## config.mk

```make
export PLATFORM = sky130hd
export DESIGN_NAME = tmr_scrub_reg
export DESIGN_NICKNAME = d
export VERILOG_FILES = /design/src/rtl/tmr_pkg.sv /design/src/rtl/tmr_voter.sv /design/src/rtl/tmr_scrub_reg.sv
export SDC_FILE = /design/constraint.sdc
export NUM_CORES = 1
export LEC_CHECK = 0
export CELL_PAD_IN_SITES_DETAIL_PLACEMENT = 0
export CELL_PAD_IN_SITES_GLOBAL_PLACEMENT = 2
export CORE_MARGIN = 1.5
export CORE_UTILIZATION = 31
export CTS_CLUSTER_SIZE = 14
export DETAILED_ROUTE_END_ITERATION = 10
export PLACE_DENSITY = 0.89
export SKIP_LAST_GASP = 1
export SYNTH_ARGS = -nofsm -noshare
export SYNTH_HDL_FRONTEND = slang
export SYNTH_HIERARCHICAL = 1
export SYNTH_SLANG_ARGS = --single-unit
```

## constraint.sdc

```tcl
create_clock -name i_clk -period 2.1 [get_ports i_clk]
set_input_delay 0.21 -clock i_clk [delete_from_list [all_inputs] [get_ports i_clk]]
set_output_delay 0.21 -clock i_clk [all_outputs]
set_load 0.02 [all_outputs]
```

## src/rtl/tmr_pkg.sv

```systemverilog
// Shared types and helpers for the triplicated scrubbed register.
package tmr_pkg;

    typedef enum logic [1:0] {
        IDLE   = 2'd0,
        CHECK  = 2'd1,
        REPAIR = 2'd2,
        REPORT = 2'd3
    } tmr_scrub_state_t;

    localparam int REPLICA_0     = 0;
    localparam int REPLICA_1     = 1;
    localparam int REPLICA_2     = 2;
    localparam int REPLICA_COUNT = 3;

    function automatic logic maj3(input logic a, input logic b, input logic c);
        return (a & b) | (a & c) | (b & c);
    endfunction

endpackage

```

## src/rtl/tmr_voter.sv

```systemverilog
// Bitwise 2-of-3 majority voter.
module tmr_voter
    import tmr_pkg::*;
#(
    parameter int WIDTH = 1
) (
    input  logic [WIDTH-1:0] i_a,
    input  logic [WIDTH-1:0] i_b,
    input  logic [WIDTH-1:0] i_c,
    output logic [WIDTH-1:0] o_y
);

    always_comb begin
        o_y = '0;
        for (int k = 0; k < WIDTH; k++) begin
            o_y[k] = maj3(i_a[k], i_b[k], i_c[k]);
        end
    end

endmodule

```

## src/rtl/tmr_scrub_reg.sv

```systemverilog
// Triplicated register with periodic scrub, upset reporting and saturating upset counters.
// Optional fault-injection ports are enabled with `define TMR_SCRUB_INJECT_EN.
module tmr_scrub_reg
    import tmr_pkg::*;
#(
    parameter int bits         = 1,
    parameter int SCRUB_PERIOD = 16,
    parameter int CNT_W        = 8
) (
    input  logic                              i_clk,
    input  logic                              i_rst,
    input  logic                              i_we,
    input  logic [bits-1:0]                   i_d,
    output logic [bits-1:0]                   o_q,
    input  logic                              i_scrub_now,
    output logic                              o_err_valid,
    input  logic                              i_err_ready,
    output logic [2:0]                        o_err_replica,
    output logic [REPLICA_COUNT-1:0][CNT_W-1:0] o_err_cnt,
    input  logic                              i_cnt_clr
`ifdef TMR_SCRUB_INJECT_EN
    ,
    input  logic                              i_inj_en,
    input  logic [1:0]                        i_inj_sel,
    input  logic [bits-1:0]                   i_inj_mask
`endif
);

    localparam int TIMER_W = (SCRUB_PERIOD > 1) ? $clog2(SCRUB_PERIOD) : 1;
    localparam logic [TIMER_W-1:0] TIMER_RELOAD = TIMER_W'(SCRUB_PERIOD - 1);
    localparam logic [CNT_W-1:0]   CNT_MAX      = '1;

    (* dont_touch = "true" *) logic [bits-1:0] r_rep0;
    (* dont_touch = "true" *) logic [bits-1:0] r_rep1;
    (* dont_touch = "true" *) logic [bits-1:0] r_rep2;

    logic [bits-1:0]    w_rep0_next;
    logic [bits-1:0]    w_rep1_next;
    logic [bits-1:0]    w_rep2_next;
    logic [bits-1:0]    w_q;
    logic [2:0]         w_mismatch;

    tmr_scrub_state_t   r_state;
    tmr_scrub_state_t   w_state_next;
    logic [TIMER_W-1:0] r_timer;
    logic [TIMER_W-1:0] w_timer_next;
    logic [2:0]         r_err_replica;
    logic [2:0]         w_err_replica_next;

    logic [REPLICA_COUNT-1:0][CNT_W-1:0] r_cnt;
    logic [REPLICA_COUNT-1:0][CNT_W-1:0] w_cnt_next;

    tmr_voter #(
        .WIDTH (bits)
    ) u_voter (
        .i_a (r_rep0),
        .i_b (r_rep1),
        .i_c (r_rep2),
        .o_y (w_q)
    );

    always_comb begin
        w_mismatch            = '0;
        w_mismatch[REPLICA_0] = |(r_rep0 ^ w_q);
        w_mismatch[REPLICA_1] = |(r_rep1 ^ w_q);
        w_mismatch[REPLICA_2] = |(r_rep2 ^ w_q);
    end

    // Priority, lowest to highest: hold, injected upset, scrub rewrite, host write.
    always_comb begin
        w_rep0_next = r_rep0;
        w_rep1_next = r_rep1;
        w_rep2_next = r_rep2;
`ifdef TMR_SCRUB_INJECT_EN
        if (i_inj_en) begin
            case (i_inj_sel)
                2'd0:    w_rep0_next = r_rep0 ^ i_inj_mask;
                2'd1:    w_rep1_next = r_rep1 ^ i_inj_mask;
                2'd2:    w_rep2_next = r_rep2 ^ i_inj_mask;
                default: ;
            endcase
        end
`endif
        if (r_state == REPAIR) begin
            w_rep0_next = w_q;
            w_rep1_next = w_q;
            w_rep2_next = w_q;
        end
        if (i_we) begin
            w_rep0_next = i_d;
            w_rep1_next = i_d;
            w_rep2_next = i_d;
        end
    end

    always_comb begin
        w_state_next       = r_state;
        w_timer_next       = r_timer;
        w_err_replica_next = r_err_replica;
        case (r_state)
            IDLE: begin
                if (r_timer != '0) begin
                    w_timer_next = r_timer - TIMER_W'(1);
                end
                if ((r_timer == '0) || i_scrub_now) begin
                    w_state_next = CHECK;
                end
            end
            CHECK: begin
                if (w_mismatch == 3'b000) begin
                    w_state_next = IDLE;
                    w_timer_next = TIMER_RELOAD;
                end else begin
                    w_err_replica_next = w_mismatch;
                    w_state_next       = REPAIR;
                end
            end
            REPAIR: begin
                w_state_next = REPORT;
            end
            REPORT: begin
                if (i_err_ready) begin
                    w_state_next       = IDLE;
                    w_timer_next       = TIMER_RELOAD;
                    w_err_replica_next = 3'b000;
                end
            end
            default: begin
                w_state_next = IDLE;
                w_timer_next = TIMER_RELOAD;
            end
        endcase
    end

    // A clear in the same cycle as a repair increment wins.
    always_comb begin
        w_cnt_next = r_cnt;
        if (r_state == REPAIR) begin
            for (int i = 0; i < REPLICA_COUNT; i++) begin
                if (r_err_replica[i] && (r_cnt[i] != CNT_MAX)) begin
                    w_cnt_next[i] = r_cnt[i] + CNT_W'(1);
                end
            end
        end
        if (i_cnt_clr) begin
            w_cnt_next = '0;
        end
    end

    always_ff @(posedge i_clk) begin
        if (i_rst) begin
            r_rep0        <= '0;
            r_rep1        <= '0;
            r_rep2        <= '0;
            r_state       <= IDLE;
            r_timer       <= TIMER_RELOAD;
            r_err_replica <= 3'b000;
            r_cnt         <= '0;
        end else begin
            r_rep0        <= w_rep0_next;
            r_rep1        <= w_rep1_next;
            r_rep2        <= w_rep2_next;
            r_state       <= w_state_next;
            r_timer       <= w_timer_next;
            r_err_replica <= w_err_replica_next;
            r_cnt         <= w_cnt_next;
        end
    end

    assign o_q           = w_q;
    assign o_err_valid   = (r_state == REPORT);
    assign o_err_replica = r_err_replica;
    assign o_err_cnt     = r_cnt;

endmodule

```

[After elaboration in Yosys (flattened, before gate mapping)]
Cells that the tools add are included.
Cells by class
  $add $sub $neg: 4
  $mul: 0
  div/mod/pow operators: 0
  $lt $le $gt $ge: 0
  equal/unequal tests: 10
  shifts and indexed selects: 0
  muxes and demuxes: 9
  bitwise gates (word level): 1
  reduce and logical (&&, ||, !) cells: 18
Operators by type and width (count)
  8-bit by 1-bit adder with 8-bit output, second input constant: 3
  8-bit inequality test, second input constant: 3
  4-bit case mux with 3 select lines: 1
  2-bit AND reduction: 5
  4-bit two-way mux: 2
  2-bit case mux with 4 select lines: 1
  3-bit two-way mux: 2
  2-bit inequality test, second input constant: 3
  3-bit AND reduction: 2
  2-bit equality test, second input constant: 2
  4-bit logical NOT: 1
  2-bit two-way mux: 2
  2-bit nonzero test: 2
  4-bit nonzero test: 1
  4-bit by 1-bit subtractor with 4-bit output, second input constant: 1
  1-bit logical AND: 3
  3-bit nonzero test: 1
  2-bit by 1-bit equality test with 1-bit output, second input constant: 1
  2-bit logical NOT: 1
  2-bit by 1-bit inequality test with 1-bit output, second input constant: 1
  2-bit OR reduction: 1
  1-bit logical OR: 1
  1-bit two-way mux: 1
  1-bit NOT: 1
Word-level totals
  register bits: 34
  bits in latches: 0
  bits in writable memories: 0
  bits in read-only memories: 0
  word-level logic and storage cells: 49
  memories: 0

[Depth between registers and ports, before layout]
Gate-level depths: netlist of run 1.
  word-level depth: 4
  mapped depth: 6

[Modules after synthesis]
Netlist of run 1, hierarchy kept.
By module, submodules not included
  tmr_scrub_reg: instances 1, cells each 186, area each 1636.6 µm²
  tmr_voter: instances 1, cells each 1, area each 11.3 µm²

[Worst setup path before layout of run 1]
Ideal clock, no wire load.
  path kind: reg-to-reg
  start point: register, netlist name r_rep2
  end point: register r_timer[2]
  library setup time: 122 ps
  data arrival time: 1626 ps
  setup slack: 352 ps
  cell stages (with the launch flop): 6
  path through: dfxtp_1 maj3_2 xor2_1 a22oi_1 nand2_1 a221o_1
RTL lines
  end signal: assignment: RTL line tmr_scrub_reg.sv:164  | r_timer <= w_timer_next;
  end: declaration: RTL line tmr_scrub_reg.sv:45  | logic [TIMER_W-1:0] r_timer;

[Worst setup path in the final report of run 1]
  start point: register r_state[0]
  end point: output port o_err_valid
On the way
  longest elaborated chain between the ends: 1
Ends and longest elaborated chain
  start: declaration: RTL line tmr_scrub_reg.sv:43  | tmr_scrub_state_t r_state;
  start signal: assignment: RTL line tmr_scrub_reg.sv:163  | r_state <= w_state_next;
  2-bit equality test: RTL line tmr_scrub_reg.sv:171  | assign o_err_valid = (r_state == REPORT);
  end: declaration: RTL line tmr_scrub_reg.sv:16  | output logic o_err_valid,
No other way between the ends.

==> results.txt, run 1 <==
----------------------------------------------------
[Finish]
  N_diodes ... 0
  Final Cell Area ... 2160 sq um
  Fill cell instance count of the final layout ... 524
  Share of post-route cells with drive strength above 1 ... 9.78%
  Net count reported at finish ... 235
  Non-filler cells in the finished layout ... 295
  Fraction of the core area covered by cells at the end of the flow ... 42.4%
  Area growth, synth to finish ... 31.4%

[Worst setup path]
  Source of the worst register-to-register timing path ... o_err_cnt[8]$_SDFFE_PP0P_
  Number of cell instances on the worst register-to-register path ... 5
  Worst path slowest cell ... sky130_fd_sc_hd__dfxtp_1
  Arrival @ worst endpoint ... 1.67 ns
  Worst setup SP type ... flop
  Required arrival time at the worst endpoint ... 1.89 ns
  Chain of cells forming the critical path ... and2_1, clkdlybuf4s50_1
  Nature of the critical path endpoint ... primary output
  Setup slack of the most critical reg-to-reg path ... 0.36 ns
  Crit-path leading delay family ... flip-flops
  Endpoint of the lowest-slack register-to-register path ... o_err_cnt[15]$_SDFFE_PP0P_
  CP peak stage delay ... 0.60 ns
  Buffers plus inverters on the worst setup path ... 1
  Largest fanout of any net on the critical path ... 16
  Crit Path Class ... reg2out

[Placement]
  Placed instance count ... 287
  Placed inst area ... 2070 sq um
  Last weighted congestion value of the routability-driven placer ... 0.746
  # port buffers ... 35
  Final HPWL DP ... 2.64 mm

[Routing]
  Via count of the routed design ... 1493
  Antenna-violating nets left ... 0
  Via-per-instance ratio ... 5.06
  Routed wire length ... 3.73 mm
  Post-route DRC ... 0
  Detailed Route Iter0 Violations ... 58
  Pre-antenna DRT Iters ... 4
  DR WL/cell ... 12.7 microns

[Power and ir drop]
  Combinational Power Share ... 9.1%
  Share of power burned in registers ... 50.5%
  Net load switching power ... 0.319 mW
  Switching share of total power ... 25.4%
  Internal power of the cells ... 0.939 mW
  Power per cell area ... 581 nW/um^2
  Proportion of power drawn by the clock network ... 40.3%
  Worst voltage drop across the vdd grid ... 0.224 mV
  Static leakage ... 0.754 nW

[Worst hold path]
  Startpoint of the tightest hold check path ... o_err_cnt[13]$_SDFFE_PP0P_
  Worst Hold End ... o_err_cnt[13]$_SDFFE_PP0P_
  Worst hold path depth ... 2
  Classification of the worst-slack hold path ... reg2reg

[STA]
  Max-slew violation count ... 0
  Total Negative Setup Slacks ... 0 ns
  Share of the cycle needed by the critical path after routing ... 89.7%
  Peak clock frequency supported by timing ... 531 MHz
  Headroom to the max-slew limit ... 66.9%
  Transition time at the pin with the least slew margin ... 0.496 ns
  Worst-case clock skew ... 0.00555 ns
  # setup viols final ... 0
  Setup repair after global routing missed its margin ... no
  Number of hold violations in the final report ... 0
  Final worst hold slack ... 0.503 ns
  Clock period minus worst slack ... 1.88 ns

[Yosys]
  Cell variety after synth ... 50
  Per-instance average area after synthesis ... 8.81 sq um
  Area contributors post-synth ... sky130_fd_sc_hd__dfxtp_1 39%, sky130_fd_sc_hd__nor2_1 4.8%, sky130_fd_sc_hd__a21oi_1 4.3%
  Synth area leader ... sky130_fd_sc_hd__dfxtp_1
  Number of storage elements in the synthesis netlist ... 32
  Post-Syn Nets ... 198
  Register area share after synthesis ... 38.9%
  Post-Syn Area ... 1650 sq um
  Cell count after synthesis ... 187
  Post-synthesis async set-or-reset flop share ... 0%
  Post-synth EDFFs ... 0
  Total number of yosys warnings ... 6
  Most used flip-flop cell after synthesis ... sky130_fd_sc_hd__dfxtp_1
  Top-area cell type share of the netlist area ... 38.9%

[Job]
  Max cap viols ... 0

[Clock tree]
  Maximum number of buffers from clock root to sink ... 2
  # hold bufs at CTS ... 0
  Post-CTS setup buffers ... 0
  Post-CTS clock slew at the launch and capture registers of the worst setup and hold paths ... 0.07 ns
  Count of cells resized by post-cts repair ... 0
  Sinks on the clock net ... 32
  H-tree Lvls ... 2
  CTS root buf ... sky130_fd_sc_hd__clkbuf_8
  Insertion delay to the later sink of the worst-skew pair ... 0.29 ns
  CTS tree ... yes
  Inserted Clock Buffers ... 5

[Floorplanning]
  Die outline height ... 75.9 microns
  Area enclosed by the die boundary ... 5760 sq um
  Standard-cell rows ... 26
  Number of I/O pins ... 36
  Floorplan core area ... 5110 sq um
  Effective utilization at floorplan ... 32.3%
  DIE WIDTH ... 75.9 microns

[Global route]
  Via count of the first global-routing pass ... 1329
  Overall routing resource usage ... 13.7%
  Antenna violations before repair ... 0
  GRT overflow ... 0
  Maximum number of pins on one net before global-route repair ... 17
  First-pass GRT wire length ... 6.38 mm

[Run status]
  Outcome ... finished clean

----------------------------------------------------
## registers in the layout (all words and copies together), names as in the netlist, named ones only
signal / count
o_err_cnt: 24
r_timer: 4
o_err_replica: 1
r_rep2: 1
r_state: 1
## stage by stage
stage               setup WS, ns  power [mW]
finish                     0.216        1.26
CTS                        0.204        1.27
detailed placement         0.385       0.766
global route               0.133        1.31
global placement           0.394       0.766
floorplan                  0.352       0.719
## power by group through the flow
stage          clock network, mW  registers (mW)  logic, mW
6_report                   0.507           0.636      0.115
5_1_grt                    0.547           0.638      0.127
4_1_cts                    0.522           0.636      0.116
3_5_place_dp                   0           0.650      0.117
3_3_place_gp                   0           0.650      0.116
2_1_floorplan                  0           0.648     0.0705
## worst reg2reg max path: cells and delay by family (launching register included)
| kind | cells | cell delay, ns |
|---|---|---|
| AOI/OAI and AO/OA | 2 | 0.40 |
| and+or+nand+nor | 2 | 0.69 |
| DFF | 1 | 0.34 |
| adders and majority gates | 1 | 0.25 |
## cells in the final DEF, fill, tap and decap left out, drive strengths merged, types with 2 or more instances in the layout
cell type / instances
and4b: 3
o211ai: 2
nand3: 7
buf: 6
dfxtp: 32
inv: 6
clkdlybuf4s50: 35
nor2b: 2
a211oi: 3
and2: 2
o21ai: 3
xnor2: 8
and4: 3
clkbuf: 6
or4: 3
xor2: 5
and3: 3
nor2: 21
nand2: 14
nand4: 3
nor3: 7
clkinv: 2
mux2i: 2
o31ai: 6
ha: 4
a211o: 2
nor4: 2
a2111oi: 2
a31o: 2
a21oi: 14
## layer usage
layer	vias to the layer above	wire, microns	share of wire (%)	GRT usage [%]
li1	757	-	-	-
met3	7	155	4.2	3.61
met5	-	0	0	0
met2	34	1610	43	21.0
met4	0	70	1.9	6.11
met1	695	1890	51	17.9
## cell families (layout without fill, tap and decap cells)
group,count (synthesis),in the layout,synth area share (%)
compound gates,41,41,18.8
xor+xnor,13,13,6.91
fa+ha+maj,5,5,3.72
buf+inv,17,55,4.94
flops,32,32,38.9
mux,3,3,1.90
simple gates,76,76,24.9
## synth_stat cells (2+ instances only)
| cell | instances |
|---|---|
| sky130_fd_sc_hd__nand2_1 | 14 |
| sky130_fd_sc_hd__and4b_1 | 3 |
| sky130_fd_sc_hd__nand3_1 | 7 |
| sky130_fd_sc_hd__or4_1 | 3 |
| sky130_fd_sc_hd__nor2_1 | 21 |
| sky130_fd_sc_hd__a211oi_1 | 2 |
| sky130_fd_sc_hd__nand4_1 | 3 |
| sky130_fd_sc_hd__ha_1 | 4 |
| sky130_fd_sc_hd__buf_4 | 4 |
| sky130_fd_sc_hd__nor3_1 | 7 |
| sky130_fd_sc_hd__a211o_1 | 2 |
| sky130_fd_sc_hd__a2111oi_2 | 2 |
| sky130_fd_sc_hd__o211ai_1 | 2 |
| sky130_fd_sc_hd__inv_1 | 6 |
| sky130_fd_sc_hd__a21oi_1 | 14 |
| sky130_fd_sc_hd__xnor2_1 | 8 |
| sky130_fd_sc_hd__o31ai_1 | 6 |
| sky130_fd_sc_hd__dfxtp_1 | 32 |
| sky130_fd_sc_hd__nor2b_1 | 2 |
| sky130_fd_sc_hd__mux2i_1 | 2 |
| sky130_fd_sc_hd__and4_1 | 2 |
| sky130_fd_sc_hd__buf_2 | 2 |
| sky130_fd_sc_hd__xor2_1 | 5 |
| sky130_fd_sc_hd__and2_1 | 2 |
| sky130_fd_sc_hd__and3_1 | 3 |
| sky130_fd_sc_hd__clkbuf_1 | 5 |
## worst max path at each step
stage                                   start                         end  cells past startpoint
global route          r_state[0]$_SDFFE_PP0P_                 o_err_valid                      2
finish                r_state[0]$_SDFFE_PP0P_                 o_err_valid                      2
detailed placement  o_err_cnt[8]$_SDFFE_PP0P_  o_err_cnt[15]$_SDFFE_PP0P_                      5
global placement    o_err_cnt[8]$_SDFFE_PP0P_  o_err_cnt[15]$_SDFFE_PP0P_                      5
floorplan                 r_rep2$_SDFFE_PP0P_     r_timer[2]$_SDFFE_PP1P_                      5
CTS                   r_state[0]$_SDFFE_PP0P_                 o_err_valid                      2
## cell type report
cell class | count | area (sq um) | area share [%]
Inverter | 6 | 22.5 | 1.04
Sequential cell | 32 | 641 | 29.6
Tap cell | 70 | 87.6 | 4.05
Multi-Input combinational cell | 138 | 926 | 42.8
Clock inverter | 2 | 10.0 | 0.462
Timing Repair Buffer | 41 | 395 | 18.3
Clock buffer | 6 | 82.6 | 3.82
Power figures use the tool's default switching activity.
==> inputs of run 2 (changes only) <==
- SETUP_SLACK_MARGIN: default -> 0.2
- SLEW_MARGIN: default -> 20
==> results.txt, run 2 (synthesis gave the netlist of run 1 again) <==
----------------------------------------------------
[STA]
  Worst-case clock skew ... 0.00555 ns (unchanged)
  Transition time at the pin with the least slew margin ... 0.496 ns (unchanged)
  Share of the cycle needed by the critical path after routing ... 85.3% (was 89.7%)
  # setup viols final ... 0 (unchanged)
  Setup ws final ... 0.308 ns (was 0.216 ns)
  Max-slew violation count ... 0 (unchanged)
  Total Negative Setup Slacks ... 0 ns (unchanged)
  Peak clock frequency supported by timing ... 558 MHz (was 531 MHz)
  Number of hold violations in the final report ... 0 (unchanged)
  Setup repair after global routing missed its margin ... no (unchanged)
  Clock period minus worst slack ... 1.79 ns (was 1.88 ns)
  Headroom to the max-slew limit ... 66.9% (unchanged)

[Routing]
  Routed wire length ... 3.73 mm (unchanged)
  Pre-antenna DRT Iters ... 4 (unchanged)
  DR WL/cell ... 12.7 microns (unchanged)
  Via count of the routed design ... 1493 (unchanged)
  Via-per-instance ratio ... 5.06 (unchanged)
  Antenna-violating nets left ... 0 (unchanged)
  Post-route DRC ... 0 (unchanged)
  Detailed Route Iter0 Violations ... 58 (unchanged)

[Clock tree]
  Count of cells resized by post-cts repair ... 0 (unchanged)
  Maximum number of buffers from clock root to sink ... 2 (unchanged)
  Post-CTS clock slew at the launch and capture registers of the worst setup and hold paths ... 0.07 ns (about the same)
  H-tree Lvls ... 2 (unchanged)
  CTS tree ... yes (unchanged)
  Insertion delay to the later sink of the worst-skew pair ... 0.29 ns (about the same)
  Post-CTS setup buffers ... 0 (unchanged)
  CTS root buf ... sky130_fd_sc_hd__clkbuf_8 (unchanged)
  # hold bufs at CTS ... 0 (unchanged)
  Inserted Clock Buffers ... 5 (unchanged)
  Sinks on the clock net ... 32 (unchanged)

[Placement]
  Place WS ... 0.385 ns (unchanged)
  Final HPWL DP ... 2.64 mm (unchanged)
  # port buffers ... 35 (unchanged)
  Last weighted congestion value of the routability-driven placer ... 0.746 (unchanged)

[Finish]
  Most common library cell in the layout ignoring fill and taps ... sky130_fd_sc_hd__clkdlybuf4s50_1 (unchanged)
  N_diodes ... 0 (unchanged)
  Area growth, synth to finish ... 31.4% (about the same)
  Largest register FFs ... 24 (unchanged)
  Net count reported at finish ... 235 (unchanged)
  Top library cells by usage in the layout, fill and taps aside ... 35 x sky130_fd_sc_hd__clkdlybuf4s50_1, 31 x sky130_fd_sc_hd__dfxtp_1, 21 x sky130_fd_sc_hd__nor2_1 (was 35 x sky130_fd_sc_hd__clkdlybuf4s50_1, 32 x sky130_fd_sc_hd__dfxtp_1, 21 x sky130_fd_sc_hd__nor2_1)
  Share of post-route cells with drive strength above 1 ... 10.2% (was 9.78%)
  Fraction of the core area covered by cells at the end of the flow ... 42.4% (about the same)

[Worst hold path]
  Worst hold path depth ... 2 (unchanged)
  Startpoint of the tightest hold check path ... o_err_cnt[13]$_SDFFE_PP0P_ (unchanged)
  Classification of the worst-slack hold path ... reg2reg (unchanged)
  Worst Hold End ... o_err_cnt[13]$_SDFFE_PP0P_ (unchanged)

[Power and ir drop]
  Internal power of the cells ... 0.939 mW (about the same)
  Share of power burned in registers ... 50.6% (was 50.5%)
  Power per cell area ... 581 nW/um^2 (about the same)
  Net load switching power ... 0.319 mW (unchanged)
  Worst voltage drop across the vdd grid ... 0.224 mV (unchanged)
  Proportion of power drawn by the clock network ... 40.3% (about the same)
  Combinational Power Share ... 9.1% (about the same)
  Static leakage ... 0.755 nW (was 0.754 nW)
  Tot Pwr ... 1.26 mW (about the same)
  Switching share of total power ... 25.4% (about the same)

[Global route]
  Antenna violations before repair ... 0 (unchanged)
  First-pass GRT wire length ... 6.38 mm (unchanged)
  Via count of the first global-routing pass ... 1329 (unchanged)
  Overall routing resource usage ... 13.7% (unchanged)
  GRT overflow ... 0 (unchanged)
  Maximum number of pins on one net before global-route repair ... 17 (unchanged)

[Floorplanning]
  Area enclosed by the die boundary ... 5760 sq um (unchanged)
  Floorplan core area ... 5110 sq um (unchanged)
  Standard-cell rows ... 26 (unchanged)
  Effective utilization at floorplan ... 32.3% (unchanged)
  Die outline height ... 75.9 microns (unchanged)
  DIE WIDTH ... 75.9 microns (unchanged)
  Number of I/O pins ... 36 (unchanged)

[Job]
  Max cap viols ... 0 (unchanged)

[Worst setup path]
  CP peak stage delay ... 0.60 ns (about the same)
  Chain of cells forming the critical path ... and2_1, clkdlybuf4s50_1 (unchanged)
  Largest fanout of any net on the critical path ... 11 (was 16)
  Worst path slowest cell ... sky130_fd_sc_hd__clkdlybuf4s50_1 (was sky130_fd_sc_hd__dfxtp_1)
  Arrival @ worst endpoint ... 1.58 ns (was 1.67 ns)
  Number of cell instances on the worst register-to-register path ... 5 (unchanged)
  Setup slack of the most critical reg-to-reg path ... 0.36 ns (about the same)
  Required arrival time at the worst endpoint ... 1.89 ns (about the same)
  Crit Path Class ... reg2out (unchanged)
  Crit-path leading delay family ... buffers and inverters (was flip-flops)
  Source of the worst register-to-register timing path ... o_err_cnt[8]$_SDFFE_PP0P_ (unchanged)
  Buffers plus inverters on the worst setup path ... 1 (unchanged)
  Worst setup SP type ... flop (unchanged)
  Nature of the critical path endpoint ... primary output (unchanged)
  Endpoint of the lowest-slack register-to-register path ... o_err_cnt[15]$_SDFFE_PP0P_ (unchanged)

[Run status]
  Outcome ... finished clean (unchanged)

----------------------------------------------------
[run 2: cell counts in the layout (fill, tap and decap cells not counted)]
Identical to the previous run, type by type.
[run 2: worst register-to-register path: cells and delay by family (launching register included)]
| family | cells | cell delay, ns |
|---|---|---|
| AND/OR/NAND/NOR | 2 | 0.69 |
| AO/OA/AOI/OAI | 2 | 0.40 |
| flip-flops | 1 | 0.34 |
| adder cells (fa/ha/maj) | 1 | 0.25 |
[run 2: metrics by stage]
step	hold slack (ns)	instances	cell area, sq um
finish	0.503	295	2170
CTS	0.494	295	2160
global placement	0.477	287	2070
detailed placement	0.483	287	2070
global route	0.537	295	2170
floorplan	0.357	187	1650
[run 2: power by group through the flow]
| stage | Sequential (mW) | Combinational [mW] | Clock, mW |
|---|---|---|---|
| after floorplan | 0.648 | 0.0705 | 0 |
| after global placement | 0.650 | 0.116 | 0 |
| after detailed placement | 0.650 | 0.117 | 0 |
| after CTS | 0.636 | 0.116 | 0.522 |
| after global routing | 0.638 | 0.127 | 0.547 |
| final | 0.636 | 0.115 | 0.507 |
[run 2: routing by layer]
layer	vias up	track usage [%]	part of all wire [%]
met5	-	0	0
met4	0	6.11	1.9
met3	7	3.61	4.2
met2	34	21.0	43
met1	695	17.9	51
li1	757	-	-
[run 2: final cells by class]
type | count | area [sq um]
clock buffers | 6 | 82.6
well taps | 70 | 87.6
clock inverters | 2 | 10.0
flip-flops and latches | 32 | 642
repair buffers | 41 | 395
fillers | 523 | 2940
multi-input cells | 138 | 926
inverters | 6 | 22.5
[run 2: worst max path at each step]
stage                         startpoint                    endpoint  depth (start not counted)
2_1_floorplan        r_rep2$_SDFFE_PP0P_     r_timer[2]$_SDFFE_PP1P_                          5
6_report                            flop                 o_err_valid                          2
3_3_place_gp   o_err_cnt[8]$_SDFFE_PP0P_  o_err_cnt[15]$_SDFFE_PP0P_                          5
3_5_place_dp   o_err_cnt[8]$_SDFFE_PP0P_  o_err_cnt[15]$_SDFFE_PP0P_                          5
5_1_grt                             flop                 o_err_valid                          2
4_1_cts          r_state[0]$_SDFFE_PP0P_                 o_err_valid                          2
